**src/rtl/reset_seq_pkg.sv**
```systemverilog
// Shared types and widths for the staged reset sequencer.
package reset_seq_pkg;

    localparam int CNT_W = 8;
    localparam int STG_W = 3;

    typedef enum logic [2:0] {
        ST_OFF     = 3'd0,
        ST_RELEASE = 3'd1,
        ST_RUN     = 3'd2,
        ST_DRAIN   = 3'd3,
        ST_FAULT   = 3'd4
    } state_t;

endpackage

```
**src/rtl/reset_sequencer_timer.sv**
```systemverilog
// Saturating stage timer with compare flags for the hold and timeout limits.
module seq_timer
    import reset_seq_pkg::*;
#(
    parameter int HOLD    = 16,
    parameter int TIMEOUT = 64
) (
    input  logic iCLK,
    input  logic iRST,
    input  logic iCLR,
    input  logic iEN,
    output logic oHOLD_HIT,
    output logic oHOLD_DONE,
    output logic oTIMEOUT_HIT
);

    logic [CNT_W-1:0] cnt;

    // Saturates at all-ones so a long wait can never wrap back into a compare.
    always_ff @(posedge iCLK or negedge iRST) begin
        if (!iRST) begin
            cnt <= '0;
        end else if (iCLR) begin
            cnt <= '0;
        end else if (iEN && (cnt != '1)) begin
            cnt <= cnt + 1'b1;
        end
    end

    assign oHOLD_HIT    = (cnt == CNT_W'(HOLD - 1));
    assign oHOLD_DONE   = (cnt >= CNT_W'(HOLD - 1));
    assign oTIMEOUT_HIT = (cnt == CNT_W'(TIMEOUT - 1));

endmodule

```
**src/rtl/reset_sequencer.sv**
```systemverilog
// Closed-loop staged reset release with ready handshake and ordered shutdown.
// iREADY[k] is sampled every cycle; a stage counts as up once its ready is high after the hold time.
module reset_sequencer
    import reset_seq_pkg::*;
#(
    parameter int NUM_STAGES = 3,
    parameter int HOLD       = 16,
    parameter int TIMEOUT    = 64
) (
    input  logic                  iCLK,
    input  logic                  iRST,
    input  logic                  iSHUTDOWN,
    input  logic [NUM_STAGES-1:0] iREADY,
    output logic [NUM_STAGES-1:0] oRST,
    output logic                  oALL_UP,
    output logic                  oDOWN,
    output logic                  oFAULT,
    output logic [2:0]            oFAULT_STAGE,
    output state_t                oSTATE
);

    localparam logic [STG_W-1:0] LAST_K = STG_W'(NUM_STAGES - 1);

    state_t                  state, stateNext;
    logic [STG_W-1:0]        k, kNext, faultIdx, lowZero;
    logic                    readyK, cntClr;
    logic                    holdHit, holdDone, timeoutHit;
    logic [NUM_STAGES-1:0]   rstNext;
    logic                    allUpNext, downNext, faultNext;
    logic [2:0]              stageNext;

    seq_timer #(.HOLD(HOLD), .TIMEOUT(TIMEOUT)) u_timer (
        .iCLK         (iCLK),
        .iRST         (iRST),
        .iCLR         (cntClr),
        .iEN          (state != ST_FAULT),
        .oHOLD_HIT    (holdHit),
        .oHOLD_DONE   (holdDone),
        .oTIMEOUT_HIT (timeoutHit)
    );

    always_ff @(posedge iCLK or negedge iRST) begin
        if (!iRST) begin
            state        <= ST_OFF;
            k            <= '0;
            oRST         <= '0;
            oALL_UP      <= 1'b0;
            oDOWN        <= 1'b1;
            oFAULT       <= 1'b0;
            oFAULT_STAGE <= '0;
        end else begin
            state        <= stateNext;
            k            <= kNext;
            oRST         <= rstNext;
            oALL_UP      <= allUpNext;
            oDOWN        <= downNext;
            oFAULT       <= faultNext;
            oFAULT_STAGE <= stageNext;
        end
    end

    always_comb begin
        readyK  = 1'b0;
        lowZero = '0;
        for (int i = NUM_STAGES - 1; i >= 0; i--) begin
            if (k == STG_W'(i)) readyK = iREADY[i];
            if (!iREADY[i]) lowZero = STG_W'(i);
        end
        stateNext = state;
        kNext     = k;
        faultIdx  = '0;
        case (state)
            ST_OFF: begin
                if (!iSHUTDOWN && holdHit) begin
                    stateNext = ST_RELEASE;
                    kNext     = '0;
                end
            end
            ST_RELEASE: begin
                if (iSHUTDOWN) begin
                    stateNext = ST_DRAIN;
                end else if (holdDone && readyK) begin
                    if (k == LAST_K) stateNext = ST_RUN;
                    else kNext = k + 1'b1;
                end else if (timeoutHit && !readyK) begin
                    stateNext = ST_FAULT;
                    faultIdx  = k;
                end
            end
            ST_RUN: begin
                // A lost domain outranks an orderly shutdown request.
                if (!(&iREADY)) begin
                    stateNext = ST_FAULT;
                    faultIdx  = lowZero;
                end else if (iSHUTDOWN) begin
                    stateNext = ST_DRAIN;
                    kNext     = LAST_K;
                end
            end
            ST_DRAIN: begin
                if (holdHit) begin
                    if (k != '0) kNext = k - 1'b1;
                    else stateNext = ST_OFF;
                end
            end
            default: ;
        endcase
        cntClr = (stateNext != state) || (kNext != k) || ((state == ST_OFF) && iSHUTDOWN);
    end

    always_comb begin
        rstNext   = oRST;
        allUpNext = oALL_UP;
        downNext  = oDOWN;
        faultNext = oFAULT;
        stageNext = oFAULT_STAGE;
        case (stateNext)
            ST_OFF: begin
                rstNext   = '0;
                allUpNext = 1'b0;
                downNext  = 1'b1;
            end
            ST_RELEASE: begin
                for (int i = 0; i < NUM_STAGES; i++) rstNext[i] = (STG_W'(i) <= kNext);
                allUpNext = 1'b0;
                downNext  = 1'b0;
            end
            ST_RUN: begin
                rstNext   = '1;
                allUpNext = 1'b1;
                downNext  = 1'b0;
            end
            ST_DRAIN: begin
                // Stages at or above k are held in reset; lower ones stay as they were.
                for (int i = 0; i < NUM_STAGES; i++) rstNext[i] = oRST[i] && (STG_W'(i) < kNext);
                allUpNext = 1'b0;
                downNext  = 1'b0;
            end
            ST_FAULT: begin
                rstNext   = '0;
                allUpNext = 1'b0;
                downNext  = 1'b0;
                faultNext = 1'b1;
                if (state != ST_FAULT) stageNext = faultIdx;
            end
            default: ;
        endcase
    end

    assign oSTATE = state;

endmodule

```
**config.mk**
```make
export PLATFORM = sky130hd
export DESIGN_NAME = reset_sequencer
export DESIGN_NICKNAME = d
export VERILOG_FILES = /design/src/rtl/reset_seq_pkg.sv /design/src/rtl/reset_sequencer_timer.sv /design/src/rtl/reset_sequencer.sv
export SDC_FILE = /design/constraint.sdc
export NUM_CORES = 1
export LEC_CHECK = 0
export ABC_CLOCK_PERIOD_IN_PS = 3100
export CORE_ASPECT_RATIO = 1.25
export CORE_UTILIZATION = 56
export DETAILED_ROUTE_END_ITERATION = 7
export GPL_TIMING_DRIVEN = 0
export PLACE_DENSITY_LB_ADDON = 0.08
export RECOVER_POWER = 25
export SYNTH_ARGS = -nofsm -noshare
export SYNTH_HDL_FRONTEND = slang
export SYNTH_SLANG_ARGS = --single-unit
export TNS_END_PERCENT = 30
```
**constraint.sdc**
```tcl
create_clock -name iCLK -period 3.1 [get_ports iCLK]
set_input_delay 0.465 -clock iCLK [delete_from_list [all_inputs] [get_ports iCLK]]
set_output_delay 0.465 -clock iCLK [all_outputs]
set_load 0.01 [all_outputs]
```
==> results.json, run 1 <==
{
  "outcome": "finished, final reports clean",
  "post_synth_num_cell_types": 54,
  "cells_along_the_critical_path": "inv_1, ha_1, a21oi_1, a221oi_4, nor3_1, a211oi_1, o211ai_1, a211o_4, nor3_2",
  "area_growth_pct": 15.49,
  "rsz0062_at_grt": "no",
  "period_minus_slack_ps": 2892,
  "synth_top_cells_by_area": "sky130_fd_sc_hd__dfrtp_1, sky130_fd_sc_hd__nor2_1, sky130_fd_sc_hd__a21oi_1, sky130_fd_sc_hd__ha_1, sky130_fd_sc_hd__nand3_1",
  "cts_hold_buffers": 0,
  "detailedPlacementHpwl_microns": 3121,
  "via_per_inst": 6.388,
  "route.detailed.wl_per_inst_microns": 17.38,
  "gp_congestion": 0.9296,
  "setup_ws_ps": 207.9,
  "post-synth-top-area-fraction_pct": 33.90,
  "floorplan.rows": 21,
  "core_area_sq_mm": 0.002706,
  "final_std_cell_area_no_fill_sq_mm": 0.001876,
  "share_of_cells_above_drive_strength_1_pct": 10.19,
  "slowest_stage": "sky130_fd_sc_hd__dfrtp_1",
  "startpoint_type": "flop",
  "cts_made_buffers": 3,
  "critPathMaxStageDelay_ps": 450,
  "place_worst_setup_slack_ps": 131.4,
  "synth.yosys.seq_area_share_pct": 35.52,
  "slew_violations": 0,
  "setup-violations-final": 0,
  "yosys.area.top_type": "sky130_fd_sc_hd__dfrtp_1",
  "synth_area_sq_mm": 0.001624,
  "syn_area_per_cell_sq_um": 8.779,
  "detail_route.first_pass.iterations": 4,
  "clk_root_buffer_cell": "sky130_fd_sc_hd__clkbuf_4",
  "die-width_microns": 50.17,
  "vdd_drop_max_mv": 0.5700,
  "ctsLongestPathBuffers": 2,
  "ys.warnings.count": 0,
  "post-route-util_pct": 69.30,
  "cellLeakagePower_nw": 0.7506,
  "post-route-drc-count": 0,
  "worst-endpoint-required_ps": 3350,
  "clock_sinks": 23,
  "antenna_found_initial": 0,
  "worst_clock_skew_ps": 2.017,
  "synth_enable_flop_cells": 0,
  "hold_class": "flop to flop",
  "postCtsSetupRepairBufs": 0,
  "finalHoldViolations": 0,
  "h_tree_depth": 1,
  "fmaxAchievable_ghz": 0.3458,
  "fin_nets": 219,
  "drtIter0Drc": 74,
  "pin_count": 18,
  "grt_remaining_overflow": 0,
  "setup_tns_ps": 0,
  "diodes": 0,
  "place.port_buffers": 17,
  "crit_fanout": 8,
  "first_global_vias": 1543,
  "clk_pin_slew_ps": 130,
  "routed_wl_microns": 4172,
  "synth_top_flop_cell": "sky130_fd_sc_hd__dfrtp_1",
  "worst_slew_margin_rel_pct": 30.22,
  "cp_data_arrival_time_ps": 3140,
  "maxCapViolCount": 0,
  "worst_slew_pin_slew_ps": 1043,
  "worst_setup_path_end_kind": "flop",
  "final_min_period_over_clock_period_pct": 93.29,
  "synthesized_instance_count": 185,
  "first_pass_grt_wire_length_microns": 6996,
  "die-area_sq_mm": 0.003121,
  "pwr_density_cell_mw_per_mm2": 755.1,
  "insertion_delay_ps": 320,
  "cts_tree": "done",
  "syn_nets": 197,
  "r2r_slack_ps": 210,
  "detailroute.via_count": 1533,
  "grt_use_total_pct": 29.55,
  "synth.cells.most_frequent": "sky130_fd_sc_hd__dfrtp_1, sky130_fd_sc_hd__nor2_1, sky130_fd_sc_hd__a21oi_1, sky130_fd_sc_hd__nand2_1, sky130_fd_sc_hd__nand3_1",
  "asyncSetResetFlopFracSynth_pct": 100.0,
  "timing_worst_setup_path_type": "flop to flop",
  "maximum_number_of_pins_on_one_net_before_global_route_repair": 24,
  "place_area_sq_mm": 0.001837,
  "fp.dieH_microns": 62.21,
  "initial_core_util_pct": 60.01,
  "flip_flop_and_latch_count_after_synthesis": 23,
  "detail-route-antenna-nets": 0
}
## per-stage QoR
stage | hold slack, ps | instances | power [mW]
final | 473.8 | 240 | 1.416
after global routing | 507.2 | 240 | 1.518
after CTS | 476.6 | 240 | 1.405
after detailed placement | 451.0 | 236 | 1.265
after global placement | 438.6 | 236 | 1.237
after floorplan | 169.4 | 185 | 0.9872
## cells in the final DEF, fill, tap and decap left out, types with 6 or more instances in the layout
cell | netlist | final
sky130_fd_sc_hd__inv_1 | 8 | 8
sky130_fd_sc_hd__nand3_1 | 11 | 11
sky130_fd_sc_hd__nor2_1 | 22 | 22
sky130_fd_sc_hd__nand2_1 | 11 | 11
sky130_fd_sc_hd__dfrtp_1 | 22 | 22
sky130_fd_sc_hd__nor3_1 | 9 | 9
sky130_fd_sc_hd__clkdlybuf4s50_1 | 0 | 16
sky130_fd_sc_hd__ha_1 | 6 | 6
sky130_fd_sc_hd__o21ai_0 | 6 | 6
sky130_fd_sc_hd__a21oi_1 | 16 | 16
## layout make-up
type                            count  area [sq um]
Fill cell                         222         830.8
Multi-Input combinational cell    148         993.5
Buffer                              5         31.28
Clock inverter                      1         5.005
Clock buffer                        3         22.52
Sequential cell                    23         576.8
Tap cell                           34         42.54
Timing Repair Buffer               17         170.2
Inverter                            9         33.78
## critical path: cells and delay by family, from the launching register on
family / cells / cell delay [ps]
AO/OA/AOI/OAI: 5 / 1380
adder cells (fa/ha/maj): 1 / 340
buffers and inverters: 1 / 230
flip-flops: 1 / 450
AND/OR/NAND/NOR: 2 / 430
## state kept, by name, summed over array words and instances (netlist names)
name	cells
k	3
oALL_UP	1
oDOWN	1
oFAULT	1
oFAULT_STAGE	3
oRST	3
oSTATE	3
u_timer.cnt	8
## timing repair
| action | CTS | global route |
|---|---|---|
| endpoints found under the setup margin | 0 | 1 |
| gates resized for setup | 0 | 1 |
| endpoints found under the hold margin | 0 | 0 |
## cells by family (layout without fill, tap and decap cells)
| family | after synthesis | after routing | share of synthesized area [%] |
|---|---|---|---|
| AO/OA/AOI/OAI | 55 | 55 | 24.50 |
| XOR/XNOR | 6 | 6 | 3.236 |
| adder cells (fa/ha/maj) | 6 | 6 | 4.622 |
| buffers and inverters | 14 | 35 | 4.005 |
| flip-flops | 23 | 23 | 35.52 |
| multiplexers | 2 | 2 | 1.233 |
| AND/OR/NAND/NOR | 79 | 79 | 26.89 |
## power by group
part           total [mW]  switching, mW  internal [mW]
Sequential          0.468         0.0772          0.390
Combinational       0.805          0.468          0.337
Clock               0.144         0.0954         0.0484
## final timing paths
path	from	end	depth (start not counted)
min reg2reg	oFAULT	oFAULT	1
min in group asynchronous	iRST	k[2]	1
min	oFAULT	oFAULT	1
max	k[0]	u_timer.cnt[4]	9
max reg2reg	k[0]	u_timer.cnt[4]	9
max in group asynchronous	iRST	oFAULT_STAGE[1]	1
## per-layer routing
layer  routed length, microns  global-route usage (%)
met2                     2070                   49.00
met5                        0                       0
met4                      124                   14.64
met3                      208                   3.922
met1                     1769                   36.77
Power figures use the tool's default switching activity.
==> inputs of run 2 (changes only) <==
--- a/config.mk
+++ b/config.mk
@@ -5,7 +5,7 @@
 export SDC_FILE = /design/constraint.sdc
 export NUM_CORES = 1
 export LEC_CHECK = 0
-export ABC_CLOCK_PERIOD_IN_PS = 3100
+export ABC_CLOCK_PERIOD_IN_PS = 3170
 export CORE_ASPECT_RATIO = 1.25
 export CORE_UTILIZATION = 56
 export DETAILED_ROUTE_END_ITERATION = 7
==> constraint.sdc (replaced) <==
create_clock -name iCLK -period 3.17 [get_ports iCLK]
set_input_delay 0.4755 -clock iCLK [delete_from_list [all_inputs] [get_ports iCLK]]
set_output_delay 0.4755 -clock iCLK [all_outputs]
set_load 0.01 [all_outputs]
==> results.json, run 2 (synthesized netlist as in run 1, its figures left out) <==
{
  "pin_count": 18,
  "pwr_density_cell_mw_per_mm2": 740.0,
  "routed_wl_microns": 4171,
  "first_pass_grt_wire_length_microns": 6996,
  "worst_slew_pin_slew_ps": 1025,
  "gp_congestion": 0.9296,
  "area_used_by_sequential_logic_in_the_layout_sq_um": 576.8,
  "route.detailed.wl_per_inst_microns": 17.38,
  "post-route-drc-count": 0,
  "detail-route-antenna-nets": 0,
  "slew_violations": 0,
  "vdd_drop_max_mv": 0.5597,
  "insertion_delay_ps": 330,
  "largest-register": "u_timer.cnt",
  "multiInputGateArea_sq_um": 982.2,
  "clk_root_buffer_cell": "sky130_fd_sc_hd__clkbuf_4",
  "dr_wl_met3_microns": 251,
  "cts_made_buffers": 3,
  "via_per_inst": 6.396,
  "floorplan.rows": 21,
  "m1WireLength_microns": 1748,
  "detailroute.via_count": 1535,
  "final_min_period_over_clock_period_pct": 92.01,
  "grt_use_total_pct": 29.55,
  "fp.dieH_microns": 62.21,
  "period_minus_slack_ps": 2917,
  "nFillCells": 221,
  "clock_sinks": 23,
  "mostFrequentLayoutCells": "sky130_fd_sc_hd__nor2_1, sky130_fd_sc_hd__dfrtp_1, sky130_fd_sc_hd__a21oi_1, sky130_fd_sc_hd__clkdlybuf4s50_1",
  "cp_data_arrival_time_ps": 3180,
  "cts_hold_buffers": 0,
  "detailedPlacementHpwl_microns": 3121,
  "cts_tree": "done",
  "place.port_buffers": 17,
  "cts-resized-gates": 0,
  "hold_class": "flop to flop",
  "cell_total_after_placement": 236,
  "worst-endpoint-required_ps": 3430,
  "share_of_cells_above_drive_strength_1_pct": 10.19,
  "largest_register_ff_count": 8,
  "ctsLongestPathBuffers": 2,
  "clk_pin_slew_ps": 130,
  "maxCapViolCount": 0,
  "first_global_vias": 1543,
  "highest_layer": "met4",
  "timing_worst_setup_path_type": "flop to flop",
  "antenna_found_initial": 0,
  "die-area_sq_mm": 0.003121,
  "rsz0062_at_grt": "no",
  "worst_slew_margin_rel_pct": 31.41,
  "diodes": 0,
  "dr_wl_met2_microns": 2050,
  "outcome": "finished, final reports clean",
  "grt_remaining_overflow": 0,
  "crit_fanout": 8,
  "fin_cells": 240,
  "core_area_sq_mm": 0.002706,
  "setup-violations-final": 0,
  "fmaxAchievable_ghz": 0.3429,
  "fin_nets": 219,
  "worst_clock_skew_ps": 1.474,
  "cellLeakagePower_nw": 0.7485,
  "die-width_microns": 50.17,
  "worst_setup_path_end_kind": "flop",
  "area_growth_pct": 14.79,
  "startpoint_type": "flop",
  "initial_core_util_pct": 60.01,
  "postCtsSetupRepairBufs": 0,
  "h_tree_depth": 1,
  "setup_tns_ps": 0,
  "detail_route.first_pass.iterations": 4,
  "maximum_number_of_pins_on_one_net_before_global_route_repair": 24,
  "finalHoldViolations": 0,
  "drtIter0Drc": 67
}
==> run 2: cell counts in the layout (fill, tap and decap cells not counted) <==
No cell type changed its count.
==> run 2: worst paths after layout <==
check / slack [ps] / end / depth (start not counted) / startpoint
worst max-delay path: 250 / u_timer.cnt[4] / 9 / k[0]
worst min-delay path: 470 / oFAULT / 1 / oFAULT
worst max register to register: 250 / u_timer.cnt[4] / 9 / k[0]
worst min register to register: 470 / oFAULT / 1 / oFAULT
max in group asynchronous: 1800 / oFAULT_STAGE[1] / 1 / iRST
min in group asynchronous: 750 / k[2] / 1 / iRST
==> run 2: final cells by class <==
type	count	share of cell area, %
Buffer	5	1.678
Clock buffer	3	1.208
Clock inverter	1	0.2685
Inverter	9	1.812
Multi-Input combinational cell	148	52.68
Sequential cell	23	30.94
Tap cell	34	2.282
Timing Repair Buffer	17	9.127
==> run 2: through the flow <==
stage | utilization, % | setup slack, ps | hold WS, ps | total power, mW | cell area, sq um
after floorplan | - | 839.2 | 179.9 | 0.9654 | 1624
after global placement | 67.87 | 253.3 | 438.6 | 1.209 | 1837
after detailed placement | 67.87 | 190.9 | 451.0 | 1.237 | 1837
after CTS | 68.89 | 326.2 | 476.6 | 1.374 | 1864
after global routing | 68.89 | 60.19 | 507.2 | 1.477 | 1864
final | 68.89 | 253.4 | 474.0 | 1.380 | 1864
==> run 2: per-layer routing <==
layer | GRT usage, % | vias up
met2 | 49.00 | 63
met1 | 36.77 | 726
li1 | - | 736
met4 | 14.64 | 0
met3 | 3.922 | 10
met5 | 0 | -
==> run 2: power breakdown <==
part,leakage (nW),total [mW],switching [mW],internal (mW)
registers,0.290,0.456,0.0740,0.382
logic,0.441,0.781,0.455,0.325
clock network,0.0177,0.143,0.0958,0.0475
==> run 2: worst max-delay path, cell delays in order, from the launching register on <==
cell and delay, ps:
sky130_fd_sc_hd__dfrtp_1 460, sky130_fd_sc_hd__inv_1 230, sky130_fd_sc_hd__ha_1 300, sky130_fd_sc_hd__a21oi_1 80
sky130_fd_sc_hd__a221oi_2 470, sky130_fd_sc_hd__nor3_1 280, sky130_fd_sc_hd__a211oi_1 360, sky130_fd_sc_hd__o211ai_1 160
sky130_fd_sc_hd__a211o_4 330, sky130_fd_sc_hd__nor3_2 190
==> inputs of run 3 (changes only) <==
--- a/config.mk
+++ b/config.mk
@@ -8,6 +8,7 @@
 export ABC_CLOCK_PERIOD_IN_PS = 3170
 export CORE_ASPECT_RATIO = 1.25
 export CORE_UTILIZATION = 56
+export CTS_CLUSTER_DIAMETER = 40
 export DETAILED_ROUTE_END_ITERATION = 7
 export GPL_TIMING_DRIVEN = 0
 export PLACE_DENSITY_LB_ADDON = 0.08
==> results of run 3 <==
Same layout as run 2: the final DEF is identical, and so are final timing and power.
